$ cat config.mk
export PLATFORM = sky130hd
export DESIGN_NAME = control_sequencer
export DESIGN_NICKNAME = d
export VERILOG_FILES = /design/src/rtl/control_sequencer.sv
export SDC_FILE = /design/constraint.sdc
export NUM_CORES = 1
export LEC_CHECK = 0
export ABC_AREA = 1
export CORE_AREA = 2 2 51 63
export CTS_CLUSTER_SIZE = 16
export DETAILED_ROUTE_END_ITERATION = 7
export DIE_AREA = 0 0 53 65
export PLACE_DENSITY = 0.78
export SLEW_MARGIN = 20
export SYNTH_ARGS = -nofsm -noshare
export SYNTH_HDL_FRONTEND = slang
export SYNTH_SLANG_ARGS = --single-unit
$ cat constraint.sdc
create_clock -name clk -period 1.4 [get_ports clk]
set_input_delay 0.28 -clock clk [delete_from_list [all_inputs] [get_ports clk]]
set_output_delay 0.28 -clock clk [all_outputs]
set_load 0.02 [all_outputs]
$ cat src/rtl/control_sequencer.sv
// Fetch/decode/execute sequencer: owns the PC and IR, fetches one instruction
// word per instruction over a req/ack port and strobes the decoder phases.
module control_sequencer #(
    parameter int unsigned          PC_WIDTH = 8,
    parameter logic [PC_WIDTH-1:0]  RESET_PC = '0
) (
    input  logic                clk,
    input  logic                reset,
    input  logic                run,
    output logic                mem_rd,
    output logic [PC_WIDTH-1:0] mem_addr,
    input  logic                mem_ack,
    input  logic [7:0]          mem_data,
    output logic [7:0]          ir,
    output logic                decode,
    output logic                execute,
    input  logic                exec_stall,
    input  logic                jump_take,
    input  logic [PC_WIDTH-1:0] jump_addr,
    output logic [PC_WIDTH-1:0] pc,
    output logic                busy
);

    localparam int unsigned IR_WIDTH = 8;

    typedef enum logic [1:0] {
        ST_IDLE    = 2'd0,
        ST_FETCH   = 2'd1,
        ST_DECODE  = 2'd2,
        ST_EXECUTE = 2'd3
    } state_t;

    state_t                state;
    state_t                state_next;
    logic [PC_WIDTH-1:0]   pc_next;
    logic [IR_WIDTH-1:0]   ir_next;

    // State, PC/IR and strobes; strobes are registered from the next state so
    // they line up with the state they describe without any input-to-output path.
    always_ff @(posedge clk) begin
        if (reset) begin
            state   <= ST_IDLE;
            pc      <= RESET_PC;
            ir      <= '0;
            mem_rd  <= 1'b0;
            decode  <= 1'b0;
            execute <= 1'b0;
            busy    <= 1'b0;
        end else begin
            state   <= state_next;
            pc      <= pc_next;
            ir      <= ir_next;
            mem_rd  <= (state_next == ST_FETCH);
            decode  <= (state_next == ST_DECODE);
            execute <= (state_next == ST_EXECUTE);
            busy    <= (state_next != ST_IDLE);
        end
    end

    // Next-state, PC and IR update.
    always_comb begin
        state_next = state;
        pc_next    = pc;
        ir_next    = ir;
        unique case (state)
            ST_IDLE: begin
                if (run) state_next = ST_FETCH;
            end
            ST_FETCH: begin
                if (mem_ack) begin
                    ir_next    = mem_data;
                    pc_next    = pc + PC_WIDTH'(1);
                    state_next = ST_DECODE;
                end
            end
            ST_DECODE: begin
                state_next = ST_EXECUTE;
            end
            ST_EXECUTE: begin
                // Jump target and run are only honoured on the final, unstalled cycle.
                if (!exec_stall) begin
                    if (jump_take) pc_next = jump_addr;
                    state_next = run ? ST_FETCH : ST_IDLE;
                end
            end
            default: state_next = ST_IDLE;
        endcase
    end

    assign mem_addr = pc;

endmodule

Word-level counts from Yosys, hierarchy flattened
Cells that the tools add are included.
{ "classes": {"reduce_logical": 5, "eq_ne": 9, "n_addsub": 1, "muxes": 9} }
{ "op_table": {"columns": ["op", "n"], "rows": [
  ["two-way mux 8 bit", 3],
  ["one-hot mux 8 bit (2 select lines)", 1],
  ["adder 8 x 1 -> 8 bit, second input constant", 1],
  ["equality test 2 bit, second input constant", 4],
  ["one-hot mux 2 bit (4 select lines)", 1],
  ["two-way mux 2 bit", 3],
  ["inequality test 2 bit, second input constant", 3],
  ["equality test 2 x 1 -> 1 bit, second input constant", 2],
  ["AND reduction 4 bit", 1],
  ["nonzero test 2 bit", 2],
  ["logical NOT 2 bit", 1],
  ["AND reduction 2 bit", 1],
  ["two-way mux 1 bit", 1]
]} }
{ "word_totals": {"out_inout_bits": 28, "ff_bits": 22, "word_cells": 31, "input_bits": 22} }

Longest topological paths before layout
{ "depth": {"word_depth": 4, "mapped_depth": 10, "ltp_nobuf": 10} }

Worst setup path after synthesis
OpenSTA, ideal clock, no wires.
{ "synth_path": {"path_type": "reg2reg", "start": "register pc[0] (netlist: mem_addr[0])", "end": "register pc[6] (netlist: mem_addr[6])", "required_ns": 1.282, "path_buffers": 0, "setup_time_ns": 0.118, "arrival_ns": 1.196, "period_less_slack_ns": 1.314, "path_stages_with_launch": 7, "setup_slack_ns": 0.086, "path_cell_list": "dfxtp_1 ha_1 nand3_1 o21ai_0 nand3_1 nand2_1 a21oi_1"} }
{ "synth_via": {"elab_chain_len": 3} }
{ "synth_lines": {"columns": ["item", "line_no", "text"], "rows": [
  ["start: declaration", "20", "output logic [PC_WIDTH-1:0] pc,"],
  ["start signal: assignment", "51", "pc <= pc_next;"],
  ["adder 8 x 1 -> 8 bit", "72", "pc_next = pc + PC_WIDTH'(1);"],
  ["two-way mux 8 bit", "70", "if (mem_ack) begin"],
  ["one-hot mux 8 bit (2 select lines)", "65", "unique case (state)"]
]} }
No other way between the ends. The select of a mux whose other input is x is not followed.
A chain may end at the register's enable or synchronous reset.

Final worst setup path
{ "layout_path": {"start": "register pc[7] (netlist: mem_addr[7])", "end": "output port mem_addr[7]"} }
{ "layout_rtl": {"columns": ["item", "line_no", "text"], "rows": [
  ["end: declaration", "11", "output logic [PC_WIDTH-1:0] mem_addr,"]
]} }
No word-level cell between the ends.

==> metrics.md <==
| Metric | Value |
|---|---|
| FP Rows | `22` |
| Slew @ Worst Pin | `322 ps` |
| Synthesized cell area | `between 1000 and 1500 sq um` |
| Routed wire per std cell | `9.43 microns` |
| Post-synth top area share | `0.406` |
| Number of diodes | `0` |
| Chip width | `53 microns` |
| Largest net degree at the start of global routing | `18` |
| Remaining antenna violation count after routing | `0` |
| Distinct cells, synth | `19` |
| Initial antenna violation count | `0` |
| Post-synthesis sequential area ratio | `0.406` |
| Count leader, synth | `nand2_1` |
| RSZ-0062 raised after global routing | `false` |
| Synth area leader | `dfxtp_1` |
| Fin Hold WS | `450 ps` |
| Critical path arrival | `1050 ps` |
| Critical Path Fanout Max | `5` |
| Critical Path Stages | `1` |
| Root Driver | `clkbuf_4` |
| GR Util All Layers | `0.153` |
| Total Nets Final | `234` |
| Number of H-tree levels | `1` |
| FMAX | `751 MHz` |
| Crit path kind | `reg2out` |
| I/O Pins | `50` |
| Endpoints failing hold | `0` |
| DP Wirelength | `1820 microns` |
| Final min period | `1330 ps` |
| Vias in the first global route | `999` |
| Family with the most delay on the worst path | `flip-flops` |
| Count of input and output buffers | `49` |
| Detailed Routing Iterations Pass 1 | `4` |
| Critical Path Sink Type | `output pin` |
| Share of layout cells above drive strength 1 | `0.100` |
| EDFF count, synth | `0` |
| Gpl congestion | `~0.83` |
| CTS Sinks | `22` |
| Commonest cells post-synth | `nand2_1 (31), dfxtp_1 (22), inv_1 (21)` |
| Die area | `3450 sq um` |
| R2R cell count | `7` |
| Worst-case clock buffer depth | `2` |
| Place WS | `-79.7 ps` |
| Fin crit share | `0.952` |
| Core Area | `2890 sq um` |
| Grt total ovfl | `0` |
| Final setup violation count | `0` |
| Postcts setup bufs | `0` |
| Lkg Pwr | `0.000793 uW` |
| Cell Pwr Density | `786 nW/um^2` |
| FF/Latch Area | `around 440 sq um` |
| First-pass GRT wire length | `4020 microns` |
| Worst skew pair latency | `300 ps` |
| WP data required | `1120 ps` |
| Total number of vias | `1,090` |
| Slew HR | `0.785` |
| Total number of yosys warnings | `0` |
| Placed cells | `approximately 240` |
| CP peak stage delay | `400 ps` |
| Cells along the critical path | `dlygate4sd2_1` |
| Final cell count without fillers | `245` |
| Max-cap violations | `0` |
| Pwr Total | `~1300 uW` |
| Worst hold path type | `reg2reg` |
| Post-route setup slack | `slightly below 70 ps` |
| VDD IR-drop max | `0.611 mV` |
| Asr flop ratio synth | `0` |
| Via/cell ratio | `4.45` |
| Worst path buffer plus inverter count | `1` |
| CTS Buf Count | `3` |
| Drt drc | `0` |
| Initial Util | `0.375` |
| Cells on Worst Hold Path | `2` |
| Flops & latches, synth | `22` |
| CTS tree | `done` |
| Primary FF master, synth | `dfxtp_1` |
| Outcome | `finished, final reports clean` |
| Area added between synthesis and finish | `48.6%` |
| Die H | `65 microns` |
| Fillers | `between 200 and 300` |
| Clk slew on worst S/H paths | `110 ps` |
| Post-synthesis cell count | `~160` |
| Syn_area_per_cell | `6.87 sq um` |
| Clock skew | `3.16 ps` |
| Pins Over Slew Limit | `0` |
| Final WL | `2310 microns` |
| Total nets after synthesis | `181` |
| Area of the multi-input gates | `464 sq um` |
| Area contributors post-synth | `dfxtp_1 (41%), nand2_1 (11%), inv_1 (7.3%)` |
| Slowest stage cell, crit path | `dfxtp_1` |
| Initial DRC Count | `18` |
| Crit path launch type | `register` |
-- state kept, by name, summed over array words and instances (netlist names) --
signal,flops
decode,1
busy,1
state,2
mem_rd,1
execute,1
mem_addr,8
ir,8
-- metrics by stage --
stage | TNS, ps | util | area [sq um]
global route | 0 | 0.558 | 1610
finish | 0 | 0.558 | 1610
CTS | 0 | 0.558 | 1610
floorplan | 0 | - | 1080
global placement | -253 | 0.562 | 1620
detailed placement | -799 | 0.562 | 1620
-- power breakdown --
group / internal, uW / total (uW) / switching, uW / leakage (uW)
sequential: 665 / 686 / 20.9 / 0.000180
clock: 100 / 278 / 178 / 0.0000138
combinational: 145 / 302 / 157 / 0.000599
-- routing by layer --
layer / GRT usage / part of all wire / routed length [microns] / vias to the layer above
met1: 0.185 / 0.42 / 964 / 461
met3: 0.0253 / 0.057 / 131 / 6
met4: 0.0801 / 0.026 / 60 / 0
li1: - / - / - / 591
met5: 0 / 0 / 0 / -
met2: 0.255 / 0.50 / 1150 / 32
-- final cells by class --
cell class	count	share of cell area
repair buffers	61	0.339
multi-input cells	100	0.288
flip-flops and latches	22	0.273
inverters	23	0.0582
well taps	36	0.0280
clock buffers	3	0.0140
-- placed cells by master (no fill, tap or decap) --
cell             count
o21a_1               1
clkbuf_4             3
nand3b_1             1
dlygate4sd2_1       28
nand2_2              3
clkinv_4             1
inv_4                1
and3_1               1
clkdlybuf4s50_1     21
nand2_4              1
o21bai_1             1
nand2_1             31
buf_4               12
nor2_1              19
inv_1               21
a21oi_1             15
nand3_1             11
dfxtp_1             22
o21ai_0             15
ha_1                 1
-- path summary, 6_finish.rpt --
| check | startpoint | endpoint | slack [ps] |
|---|---|---|---|
| worst max register to register | state[1]$_SDFF_PP0_ | mem_addr[2]$_SDFFE_PP0P_ | 180 |
| worst max-delay path | mem_addr[7]$_SDFFE_PP0P_ | mem_addr[7] | 70 |
| worst min-delay path | ir[2]$_SDFFE_PP0P_ | ir[2]$_SDFFE_PP0P_ | 450 |
| worst min register to register | ir[2]$_SDFFE_PP0P_ | ir[2]$_SDFFE_PP0P_ | 450 |
-- repair_timing --
| action | in CTS | in global routing |
|---|---|---|
| setup endpoints to repair | 28 | 0 |
| resized for setup | 28 | 0 |
| endpoints found under the hold margin | 0 | 0 |
| hold buffers | 0 | 0 |
-- cells by family (layout without fill, tap and decap cells) --
| logic type | after synthesis | after routing | share of synthesized area |
|---|---|---|---|
| adder cells (fa/ha/maj) | 1 | 1 | 0.0115 |
| AND/OR/NAND/NOR | 67 | 67 | 0.264 |
| AO/OA/AOI/OAI | 32 | 32 | 0.152 |
| flip-flops | 22 | 22 | 0.406 |
| buffers and inverters | 36 | 87 | 0.166 |
No activity file was read; power rests on OpenSTA's default activity.
